File: src/rtl/dblbuf_arb_pkg.sv
// Shared types and constants for the round-robin double-buffer arbiter.
package dblbuf_arb_pkg;

    localparam int N_DEF = 4;
    localparam int W_DEF = 32;
    localparam int DEPTH = 2;

    // Types for the default configuration; parameterised instances build their own.
    typedef logic [$clog2(N_DEF)-1:0] id_t;

    typedef struct packed {
        logic [W_DEF-1:0] data;
        id_t              id;
    } entry_t;

    typedef logic [$clog2(DEPTH+1)-1:0] cnt_t;

endpackage

File: src/rtl/dblbuf_arb_rr.sv
// Rotating-priority pick: first set candidate at or above ptr, wrapping N-1 -> 0.
module dblbuf_arb_rr #(
    parameter int N   = 4,
    parameter int IDW = $clog2(N)
) (
    input  logic [N-1:0]   cand,
    input  logic [IDW-1:0] ptr,
    output logic           found,
    output logic [IDW-1:0] winner
);

    localparam int IDW1 = IDW + 1;
    localparam logic [IDW:0] N_W = IDW1'(N);

    logic [IDW:0]   sum;
    logic [IDW-1:0] idx;

    // NOTE: every output gets a default before the loop so no latch is inferred.
    always_comb begin
        found  = 1'b0;
        winner = '0;
        sum    = '0;
        idx    = '0;
        for (int k = 0; k < N; k++) begin
            sum = {1'b0, ptr} + IDW1'(k);
            if (sum >= N_W) sum = sum - N_W;
            idx = sum[IDW-1:0];
            if (!found && cand[idx]) begin
                found  = 1'b1;
                winner = idx;
            end
        end
    end

endmodule

File: src/rtl/dblbuf_arb.sv
// N-way round-robin arbiter feeding a shared 2-entry buffer with a single valid/accept output.
module dblbuf_arb
    import dblbuf_arb_pkg::*;
#(
    parameter int N = 4,
    parameter int W = 32
) (
    input  logic                 clk,
    input  logic                 rst_n,
    input  logic [N-1:0]         A__in_vld_r,
    input  logic [N*W-1:0]       A__in_w,
    output logic [N-1:0]         A__in_accept_r,
    input  logic                 B__out_accept_r,
    output logic                 B__out_vld_r,
    output logic [W-1:0]         B__out_r,
    output logic [$clog2(N)-1:0] B__out_id_r,
    input  logic                 stall_req
);

    localparam int IDW = $clog2(N);

    typedef struct packed {
        logic [W-1:0]   data;
        logic [IDW-1:0] id;
    } slot_t;

    slot_t          ent0_q, ent0_d, ent1_q, ent1_d, push_slot;
    cnt_t           cnt_q, cnt_d, cnt_pop;
    logic [IDW-1:0] ptr_q, ptr_d, winner;
    logic [N-1:0]   acc_q, acc_d, xfer, cand;
    logic           push, pop, found, credit, grant;

    assign xfer = acc_q & A__in_vld_r;
    assign push = |xfer;
    assign pop  = (cnt_q != '0) & B__out_accept_r;

    always_comb begin
        push_slot = '0;
        for (int i = 0; i < N; i++) begin
            if (acc_q[i]) begin
                push_slot.data = A__in_w[i*W +: W];
                push_slot.id   = IDW'(i);
            end
        end
    end

    // Pop shifts entry 1 down first, so a simultaneous push lands at the new tail.
    always_comb begin
        ent0_d  = ent0_q;
        ent1_d  = ent1_q;
        cnt_pop = cnt_q;
        if (pop) begin
            ent0_d  = ent1_q;
            cnt_pop = cnt_q - cnt_t'(1);
        end
        if (push) begin
            if (cnt_pop == '0) ent0_d = push_slot;
            else               ent1_d = push_slot;
        end
        cnt_d = cnt_pop + cnt_t'(push);
    end

    // The transferring requester's vld still describes the word just taken, so mask it.
    assign cand = A__in_vld_r & ~xfer;

    dblbuf_arb_rr #(.N(N), .IDW(IDW)) u_rr (
        .cand   (cand),
        .ptr    (ptr_q),
        .found  (found),
        .winner (winner)
    );

    assign credit = (cnt_d < cnt_t'(DEPTH)) & ~stall_req;
    assign grant  = found & credit;

    always_comb begin
        acc_d = '0;
        ptr_d = ptr_q;
        if (grant) begin
            acc_d[winner] = 1'b1;
            ptr_d         = (winner == IDW'(N-1)) ? '0 : winner + IDW'(1);
        end
    end

    // NOTE: state updates use non-blocking assignments so all flops see pre-edge values.
    // NOTE: the two buffer entries are reset too; they are flops, not a RAM macro.
    always_ff @(posedge clk or negedge rst_n) begin
        if (!rst_n) begin
            ent0_q <= '0;
            ent1_q <= '0;
            cnt_q  <= '0;
            ptr_q  <= '0;
            acc_q  <= '0;
        end else begin
            ent0_q <= ent0_d;
            ent1_q <= ent1_d;
            cnt_q  <= cnt_d;
            ptr_q  <= ptr_d;
            acc_q  <= acc_d;
        end
    end

    assign A__in_accept_r = acc_q;
    assign B__out_vld_r   = (cnt_q != '0);
    assign B__out_r       = ent0_q.data;
    assign B__out_id_r    = ent0_q.id;

    a_accept_onehot: assert property (@(posedge clk) disable iff (!rst_n)
        $onehot0(acc_q));
    a_cnt_bound: assert property (@(posedge clk) disable iff (!rst_n)
        cnt_q <= cnt_t'(DEPTH));
    a_no_overflow: assert property (@(posedge clk) disable iff (!rst_n)
        !(push && cnt_q == cnt_t'(DEPTH) && !pop));

    for (genvar gi = 0; gi < N; gi++) begin : g_stable
        a_req_stable: assert property (@(posedge clk) disable iff (!rst_n)
            (A__in_vld_r[gi] && !acc_q[gi]) |=>
            (A__in_vld_r[gi] && $stable(A__in_w[gi*W +: W])));
    end

endmodule

File: config.mk
export PLATFORM = sky130hd
export DESIGN_NAME = dblbuf_arb
export DESIGN_NICKNAME = d
export VERILOG_FILES = /design/src/rtl/dblbuf_arb_pkg.sv /design/src/rtl/dblbuf_arb_rr.sv /design/src/rtl/dblbuf_arb.sv
export SDC_FILE = /design/constraint.sdc
export NUM_CORES = 1
export LEC_CHECK = 0
export ABC_AREA = 1
export CAP_MARGIN = 10
export CORE_MARGIN = 2
export CORE_UTILIZATION = 25
export DETAILED_ROUTE_END_ITERATION = 10
export GPL_ROUTABILITY_DRIVEN = 0
export MAX_ROUTING_LAYER = met4
export PLACE_DENSITY = 0.53
export SLEW_MARGIN = 40
export SYNTH_ARGS = -nofsm -noshare
export SYNTH_HDL_FRONTEND = slang
export SYNTH_SLANG_ARGS = --single-unit
File: constraint.sdc
create_clock -name clk -period 3 [get_ports clk]
set_clock_uncertainty 0.1 [all_clocks]
set_input_delay 0.45 -clock clk [delete_from_list [all_inputs] [get_ports clk]]
set_output_delay 0.45 -clock clk [all_outputs]
set_load 0.1 [all_outputs]
# Word level (Yosys, flattened, before mapping)
# Cells that the tools add are included.
[word_totals]
regBits = 76
inputBits = 136
out_inout_bits = 39
word_cells = 80
[classes]
add_sub_neg = 10
order_cmp = 11
eq_ne = 1
mux = 32
bitwise_logic = 8
n_reduce_logical = 11
[op_table]
columns = ["cell", "count"]
rows = [
  ["$mux W34", 7],
  ["$mux W2", 10],
  ["$lt A2 B3 Y1 const B", 5],
  ["$sub A2 B1 Y2 const B", 5],
  ["$ge A3 B3 Y1 const B", 3],
  ["$mux W1", 9],
  ["$and A4 B4 Y4", 2],
  ["$bmux W1 S2", 4],
  ["$add A2 B2 Y3 const B", 2],
  ["$logic_and A1 B1 Y1", 4],
  ["$mux W4", 1],
  ["$not A4 Y4", 1],
  ["$reduce_or A4 Y1", 1],
  ["$add A2 B1 Y3 const B", 1],
  ["$and A1 B1 Y1", 3],
  ["$ge A2 B3 Y1 const B", 1],
  ["$logic_not A1 Y1", 3],
  ["$add A2 B1 Y2", 1],
  ["$add A2 B1 Y2 const B", 1],
  ["$demux W1 S2", 1],
  ["$eq A2 B2 Y1 const B", 1],
  ["$ge A2 B1 Y1 const B", 1],
  ["$logic_not A2 Y1", 1],
  ["$lt A2 B2 Y1 const B", 1],
  ["3 further kinds", 4],
]

# Longest topological paths before layout
# Gate-level depths: netlist of the first run.
[depth]
depth_word = 20
ltp_mapped = 13
mapped_depth_nobuf = 12

# By module
# Synthesis of the first run repeated with hierarchy kept, for this count alone.
[hier_totals]
hier_cells = 836
area_unflattened_um2 = 5228.8
[by_module_without_submodules]
columns = ["module", "n_inst", "cells_each", "area_each_um2", "seq_area_each_um2"]
rows = [
  ["dblbuf_arb", 1, 777, 4909.7, 1901.8],
  ["dblbuf_arb_rr", 1, 59, 319.1, 0.0],
]

# Worst setup path before layout of the first run
# Ideal clock, no wire load.
[synth_timing]
path_type = "flip-flop to flip-flop"
start = "reg acc_q[2], in the netlist A__in_accept_r[2]"
end = "reg ptr_q[1]"
setup_time_ps = 125
arrival_ps = 2281
required_ps = 2775
setup_slack_ps = 494
stages_incl_launch_ff = 14
path_buffers = 1
period_less_slack_ps = 2506
path_cell_list = "dfrtp_1 > buf_2 > inv_1 > nand3_1 > nand3_1 > nand2_1 > inv_1 > nand4_1 > nand2_1 > nor2_1 > inv_1 > ha_1 > nand2_1 > o21ai_1"
[synth_via]
elab_chain_len = 17
word_cells_on_any_way = 33
classes_between = "2 x add/sub; 1 x order compare; 1 x eq/ne; 17 x mux; 5 x bitwise; 7 x reduce/logical"
[synth_rtl]
columns = ["element", "line_no", "text"]
rows = [
  ["start, declared", "dblbuf_arb.sv:30", "logic [N-1:0] acc_q, acc_d, xfer, cand;"],
  ["start signal, assigned", "dblbuf_arb.sv:93", "acc_q <= '0;"],
  ["start signal, assigned", "dblbuf_arb.sv:99", "acc_q <= acc_d;"],
  ["$and A4 B4 Y4 *", "dblbuf_arb.sv:33", "assign xfer = acc_q & A__in_vld_r;"],
  ["$not A4 Y4", "dblbuf_arb.sv:64", "assign cand = A__in_vld_r & ~xfer;"],
  ["$and A4 B4 Y4", "dblbuf_arb.sv:64", ""],
  ["$bmux W1 S2", "dblbuf_arb_rr.sv:28", "if (!found && cand[idx]) begin"],
  ["$mux W1 (implied by the code)", "dblbuf_arb_rr.sv:28", ""],
  ["$mux W1", "dblbuf_arb_rr.sv:28", ""],
  ["$logic_not A1 Y1", "dblbuf_arb_rr.sv:28", ""],
  ["$logic_and A1 B1 Y1", "dblbuf_arb_rr.sv:28", ""],
  ["$mux W1", "dblbuf_arb_rr.sv:28", ""],
  ["$logic_not A1 Y1", "dblbuf_arb_rr.sv:28", ""],
  ["$logic_and A1 B1 Y1", "dblbuf_arb_rr.sv:28", ""],
  ["$mux W1", "dblbuf_arb_rr.sv:28", ""],
  ["$logic_not A1 Y1", "dblbuf_arb_rr.sv:28", ""],
  ["$logic_and A1 B1 Y1", "dblbuf_arb_rr.sv:28", ""],
  ["$mux W2", "dblbuf_arb_rr.sv:28", ""],
  ["$add A2 B1 Y2 / $eq A2 B2 Y1 (equally long branches)", "dblbuf_arb.sv:81", "ptr_d = (winner == IDW'(N-1)) ? '0 : winner + IDW'(1);"],
  ["$mux W2", "dblbuf_arb.sv:81", ""],
  ["end signal, assigned", "dblbuf_arb.sv:98", "ptr_q <= ptr_d;"],
  ["end, declared", "dblbuf_arb.sv:29", "logic [IDW-1:0] ptr_q, ptr_d, winner;"],
]
# Mark *: on every way between the ends. The rest lies on a longest branch, timed or not. The select of a mux whose other input is x is not followed.
# A chain may end at the register's enable or synchronous reset.

==> impl_metrics.json, run 1 <==
{
  "outcome": "completed",
  "powerDensity_mw_per_mm2": 1090,
  "die_w_um": 141,
  "fin_nets": 918,
  "die_h_um": 141,
  "setup_viol": 0,
  "route.top_layer_used": "met4",
  "fmax_ghz": 0.433,
  "power_frac_clock_pct": 14.8,
  "synth_area_mm2": 0.00470,
  "cts_setup_buffers": 0,
  "cp-start-kind": "flip-flop",
  "seqPwrFrac_pct": 22.5,
  "die_area_mm2": 0.0199,
  "switchingPower_mw": 4.02,
  "grt_pass1_wl_mm": 23.2,
  "slew_viol_final": 0,
  "fin_tns_setup_ns": 0,
  "drt_wl_total_mm": 14.4,
  "grt_setup_unrepaired": "false",
  "yosysMostFrequentCell": "nand2_1",
  "crit_arrival_ns": 2.41,
  "p_int_mw": 3.44,
  "firstDrtPassIters": 4,
  "max-vdd-ir-drop_v": 0.000564,
  "nFillCells": 1953,
  "crit_path_end_kind": "flip-flop",
  "rrSetupSlack_ns": 0.69,
  "h-tree-depth": 3,
  "synthArstFlopShare_pct": 100,
  "synth_edf_count": 0,
  "clkSinkCount": 76,
  "synth-xor-area-share_pct": 0.772,
  "yosysTopAreaCell": "dfrtp_1",
  "grt_overflow_total": 0,
  "cts_made_buffers": 9,
  "netlist_top_cells_count": "204 x nand2_1, 76 x dfrtp_1, 54 x inv_1",
  "antenna_found_initial": 0,
  "synth_top_family_by_area": "simple AND/OR/NAND/NOR gates",
  "grt_pass1_vias": 4501,
  "via_per_inst": 4.51,
  "antennaDiodeCount": 0,
  "fin_crit_ns": 2.31,
  "worstHoldStart": "ent1_q[16]$_DFFE_PN0P_",
  "drt_iter0_drc": 183,
  "synthMuxAreaShare_pct": 0.240,
  "crit_chain": "inv_1, ha_1, inv_2, buf_4, nand3_1, nand2_1, nand2_4, nor2_8, inv_4, buf_4, nor2_1, a21oi_1",
  "num_vias": 4582,
  "ant_nets": 0,
  "relSlewSlack_pct": 61.8,
  "hold_viol": 0,
  "maxCapViolations": 0,
  "wl_met1_mm": 6.74,
  "critical_path.slowest_cell": "dfrtp_1",
  "wl_per_cell_um": 14.2,
  "cts_tree": "built",
  "wl_met3_um": 734,
  "critPathMaxStageDelay_ns": 0.45,
  "tightestPinTransition_ns": 0.572,
  "combPwrFrac_pct": 62.7,
  "leakagePower_nw": 3.29,
  "path_clk_slew_ns": 0.06,
  "clockBufferDepth": 2,
  "netlist.area_leader.share_pct": 40.5,
  "syn-num-nets": 756,
  "syn2layout_area_growth_pct": 45.9,
  "route.detailed.drc": 0,
  "initial_utilization_pct": 25.3,
  "drive_above_1_share_pct": 12.2,
  "ios": 175,
  "grt_start_max_net_pins": 54,
  "path_common_cell": "buf_4",
  "synth-compound-area-share_pct": 18.9,
  "track_usage_pct": 15.2,
  "portBuffers": 174,
  "avgSynthCellArea_um2": 7.66,
  "reg2reg_from": "cnt_q[0]$_DFF_PN0_",
  "row_count": 50,
  "fin_crit_sh_pct": 76.9,
  "worst_ep_required_time_ns": 3.11,
  "worst-setup-path-type": "flip-flop to flip-flop",
  "worst_skew_pair.late_latency_ns": 0.34,
  "core_mm2": 0.0186,
  "total_power_mw": 7.46,
  "synth-seq-cells": 76,
  "synthFlopType": "dfrtp_1",
  "hpwl_mm": 10.3,
  "hold_class": "flip-flop to flip-flop",
  "cts_root_buf": "clkbuf_16",
  "yosysSeqAreaShare_pct": 40.5,
  "synthAdderAreaFrac_pct": 1.60,
  "synth_cell_types": 34,
  "ys_warn_count": 0,
  "startpoint": "cnt_q[0]$_DFF_PN0_",
  "yosys-top-cells-area": "dfrtp_1 40%, nand2_1 16%, a22o_1 6.0%",
  "met2_wirelength_mm": 6.75,
  "swShare_pct": 53.9,
  "yosys.area_share.simple_pct": 27.9,
  "path_max_fanout": 28,
  "synthCells": 614
}
worst max-delay path: cells and delay by family (launching register included):
family	cells	cell delay, ns
adder cells (fa/ha/maj)	1	0.20
AND/OR/NAND/NOR	5	0.68
buffers and inverters	5	0.67
AO/OA/AOI/OAI	1	0.05
flip-flops	1	0.45
final cells by class:
| type | instances | area [um2] | share of cell area (%) |
|---|---|---|---|
| Multi-Input combinational cell | 439 | 2320 | 33.9 |
| Sequential cell | 76 | 1900 | 27.8 |
| Timing Repair Buffer | 190 | 1810 | 26.5 |
| Tap cell | 234 | 293 | 4.27 |
| Clock buffer | 15 | 268 | 3.91 |
| Inverter | 60 | 228 | 3.32 |
| Clock inverter | 1 | 30.0 | 0.438 |
final timing paths:
check | end | cells after the start
worst max-delay path | B__out_r[15]$_DFF_PN0_ | 12
worst min-delay path | ent1_q[16]$_DFFE_PN0P_ | 2
worst max register to register | B__out_r[15]$_DFF_PN0_ | 12
worst min register to register | ent1_q[16]$_DFFE_PN0P_ | 2
max in group asynchronous | B__out_r[28]$_DFF_PN0_ | 3
min in group asynchronous | B__out_r[7]$_DFF_PN0_ | 2
state kept, by name, indices dropped and copies added, names as in the netlist:
name,flops
B__out_r,32
cnt_q,2
B__out_id_r,2
ent1_q,34
A__in_accept_r,4
ptr_q,2
cells in the final DEF, fill, tap and decap left out, types with 21 or more instances in the layout:
master	count
buf_4	51
a21oi_1	23
dfrtp_1	75
o21ai_1	21
nand2_1	204
nor2_1	31
nand3_1	44
clkdlybuf4s50_1	134
inv_1	54
a22o_1	32
layer usage:
metal,vias to the layer above,GRT usage (%)
li1,2341,-
met1,2121,19.5
met2,109,24.5
met3,11,2.99
met4,0,4.37
met5,-,-
metrics by stage:
stage               setup slack [ns]  std cells  area (um2)  utilization (%)  hold slack (ns)
detailed placement             0.504        998        6550             35.2            0.326
floorplan                      0.494        614        4700                -           0.0544
CTS                            0.668       1015        6860             36.9            0.382
finish                         0.693       1015        6860             36.9            0.382
global route                   0.454       1015        6860             36.9            0.399
global placement               0.547        998        6550             35.2            0.321
power groups by stage:
stage	Sequential, mW	Clock [mW]	Combinational [mW]
after floorplan	3.24	0	2.04
after global placement	1.69	0	4.73
after detailed placement	1.70	0	4.74
after CTS	1.69	1.14	4.75
after global routing	1.74	1.18	5.07
final	1.68	1.10	4.68
kinds of logic after synthesis:
| logic type | after synthesis |
|---|---|
| AO/OA/AOI/OAI | 132 |
| XOR/XNOR | 2 |
| adder cells (fa/ha/maj) | 6 |
| buffers and inverters | 99 |
| flip-flops | 76 |
| multiplexers | 1 |
| AND/OR/NAND/NOR | 298 |
what timing repair did:
action                                 CTS  global route
resized for setup                        0             0
setup endpoints to repair                0             0
endpoints found under the hold margin   30             0
hold buffers                             1             0
Note: power is estimated with default switching activity, not from simulation.
==> run 2: changes to the inputs <==
==> constraint.sdc (replaced) <==
create_clock -name clk -period 2.3 [get_ports clk]
set_clock_uncertainty 0.1 [all_clocks]
set_input_delay 0.345 -clock clk [delete_from_list [all_inputs] [get_ports clk]]
set_output_delay 0.345 -clock clk [all_outputs]
set_load 0.1 [all_outputs]
==> run 2 against run 1 <==
Critical path depth down 1. Register-to-register slack worse by 0.43 ns. Routed wire length down 0.12%.
==> impl_metrics.json, run 2 (same netlist as run 1, synthesis figures left out) <==
{
  "h-tree-depth": 3,
  "grt_start_max_net_pins": 54,
  "mostFrequentLayoutCells": "204 x nand2_1, 134 x clkdlybuf4s50_1, 73 x dfrtp_1",
  "crit_chain": "inv_2, nand3_1, nand3_1, nand2_2, a31oi_1, nand2_1, nor2_1, inv_1, ha_1, nand2_1, o21ai_1",
  "cts_tree": "built",
  "grt_pass1_vias": 4427,
  "antenna_found_initial": 0,
  "path_clk_slew_ns": 0.06,
  "final_util_pct": 37.9,
  "portBuffers": 174,
  "fin_crit_ns": 2.04,
  "grt_overflow_total": 0,
  "placed_cell_area_mm2": 0.00669,
  "clockBufferDepth": 2,
  "powerDensity_mw_per_mm2": 1440,
  "drive_above_1_share_pct": 14.0,
  "setup_viol": 0,
  "holdPathStages": 2,
  "mostFrequentLayoutCell": "nand2_1",
  "die_w_um": 141,
  "die_area_mm2": 0.0199,
  "track_usage_pct": 15.1,
  "hold_class": "flip-flop to flip-flop",
  "cts_root_buf": "clkbuf_16",
  "worst-setup-path-type": "flip-flop to flip-flop",
  "fin_crit_sh_pct": 88.7,
  "slew_viol_final": 0,
  "post_cts_resized": 0,
  "syn2layout_area_growth_pct": 50.0,
  "firstDrtPassIters": 7,
  "hold_buffers": 1,
  "worst_skew_pair.late_latency_ns": 0.33,
  "crit_path_end_kind": "flip-flop",
  "row_count": 50,
  "grt_pass1_wl_mm": 23.1,
  "num_vias": 4544,
  "tightestPinTransition_ns": 0.570,
  "ios": 175,
  "cts_made_buffers": 9,
  "max-vdd-ir-drop_v": 0.000623,
  "largest-register": "ent1_q",
  "wl_per_cell_um": 14.0,
  "antennaDiodeCount": 0,
  "grt_setup_unrepaired": "false",
  "path_max_fanout": 10,
  "via_per_inst": 4.43,
  "critPathMaxStageDelay_ns": 0.49,
  "drt_iter0_drc": 148,
  "fin_nets": 928,
  "ant_nets": 0,
  "clkSinkCount": 76,
  "outcome": "completed",
  "core_mm2": 0.0186,
  "leakagePower_nw": 3.39,
  "drt_wl_total_mm": 14.4,
  "route.detailed.drc": 0,
  "fin_tns_setup_ns": 0,
  "maxCapViolations": 0,
  "worst_ep_required_time_ns": 2.41,
  "largest_reg_flops": 34,
  "relSlewSlack_pct": 62.0,
  "fmax_ghz": 0.490,
  "reg2reg_depth": 11,
  "cp-start-kind": "flip-flop",
  "cts_setup_buffers": 0,
  "hold_viol": 0,
  "critical_path.slowest_cell": "dfrtp_1",
  "final_cell_area_mm2": 0.00705,
  "hpwl_mm": 10.6,
  "die_h_um": 141,
  "crit_arrival_ns": 2.15,
  "initial_utilization_pct": 25.3
}
==> run 2: cell types whose count changed in the layout (fill, tap and decap cells not counted), sizes merged <==
cell,before,now
clkinvlp,0,1
clkinv,0,2
buf,55,65
clkbuf,15,10
bufinv,1,3
==> run 2: metal layers <==
metal  GRT usage (%)  vias to the layer above  part of all wire [%]
met5               -                        -                     0
met4            3.63                        0                  0.79
met3            3.06                       11                   5.2
met2            24.9                       99                    48
met1            19.0                     2073                    46
li1                -                     2361                     -
==> run 2: final cells by class <==
cell class	count	area [um2]
Fill cell	1917	11500
Multi-Input combinational cell	439	2320
Timing Repair Buffer	200	1950
Sequential cell	76	1910
Tap cell	234	293
Clock buffer	10	239
Inverter	60	228
Clock inverter	6	111
==> run 2: final timing paths <==
path                                        startpoint                      to  slack, ns
min in group asynchronous                        rst_n  B__out_r[11]$_DFF_PN0_       0.43
worst max register to register    ptr_q[0]$_DFFE_PN0P_    ptr_q[1]$_DFFE_PN0P_       0.26
max in group asynchronous                        rst_n  ent1_q[19]$_DFFE_PN0P_       1.08
worst min-delay path            ent1_q[22]$_DFFE_PN0P_  ent1_q[22]$_DFFE_PN0P_       0.38
worst min register to register  ent1_q[22]$_DFFE_PN0P_  ent1_q[22]$_DFFE_PN0P_       0.38
worst max-delay path              ptr_q[0]$_DFFE_PN0P_    ptr_q[1]$_DFFE_PN0P_       0.26
==> run 2: through the flow <==
step	instances	setup WS (ns)	total power, mW	hold slack [ns]
floorplan	614	-0.0547	6.89	-0.0506
global placement	1008	0.00246	8.59	0.256
detailed placement	1008	-0.0173	8.61	0.258
CTS	1025	0.266	10.3	0.383
global route	1025	0.0140	10.9	0.406
finish	1025	0.260	10.2	0.380
==> run 2: worst max-delay path: cells and delay by family, from the launching register on <==
family / cells / cell delay (ns)
compound gates: 2 / 0.24
simple gates: 6 / 0.58
fa+ha+maj: 1 / 0.27
buf+inv: 2 / 0.23
flops: 1 / 0.49
==> run 2: power by group <==
| group | total (mW) | switching (mW) | internal, mW |
|---|---|---|---|
| clock | 1.66 | 0.571 | 1.09 |
| combinational | 6.36 | 4.44 | 1.91 |
| sequential | 2.14 | 0.280 | 1.86 |
| total | 10.2 | 5.30 | 4.87 |
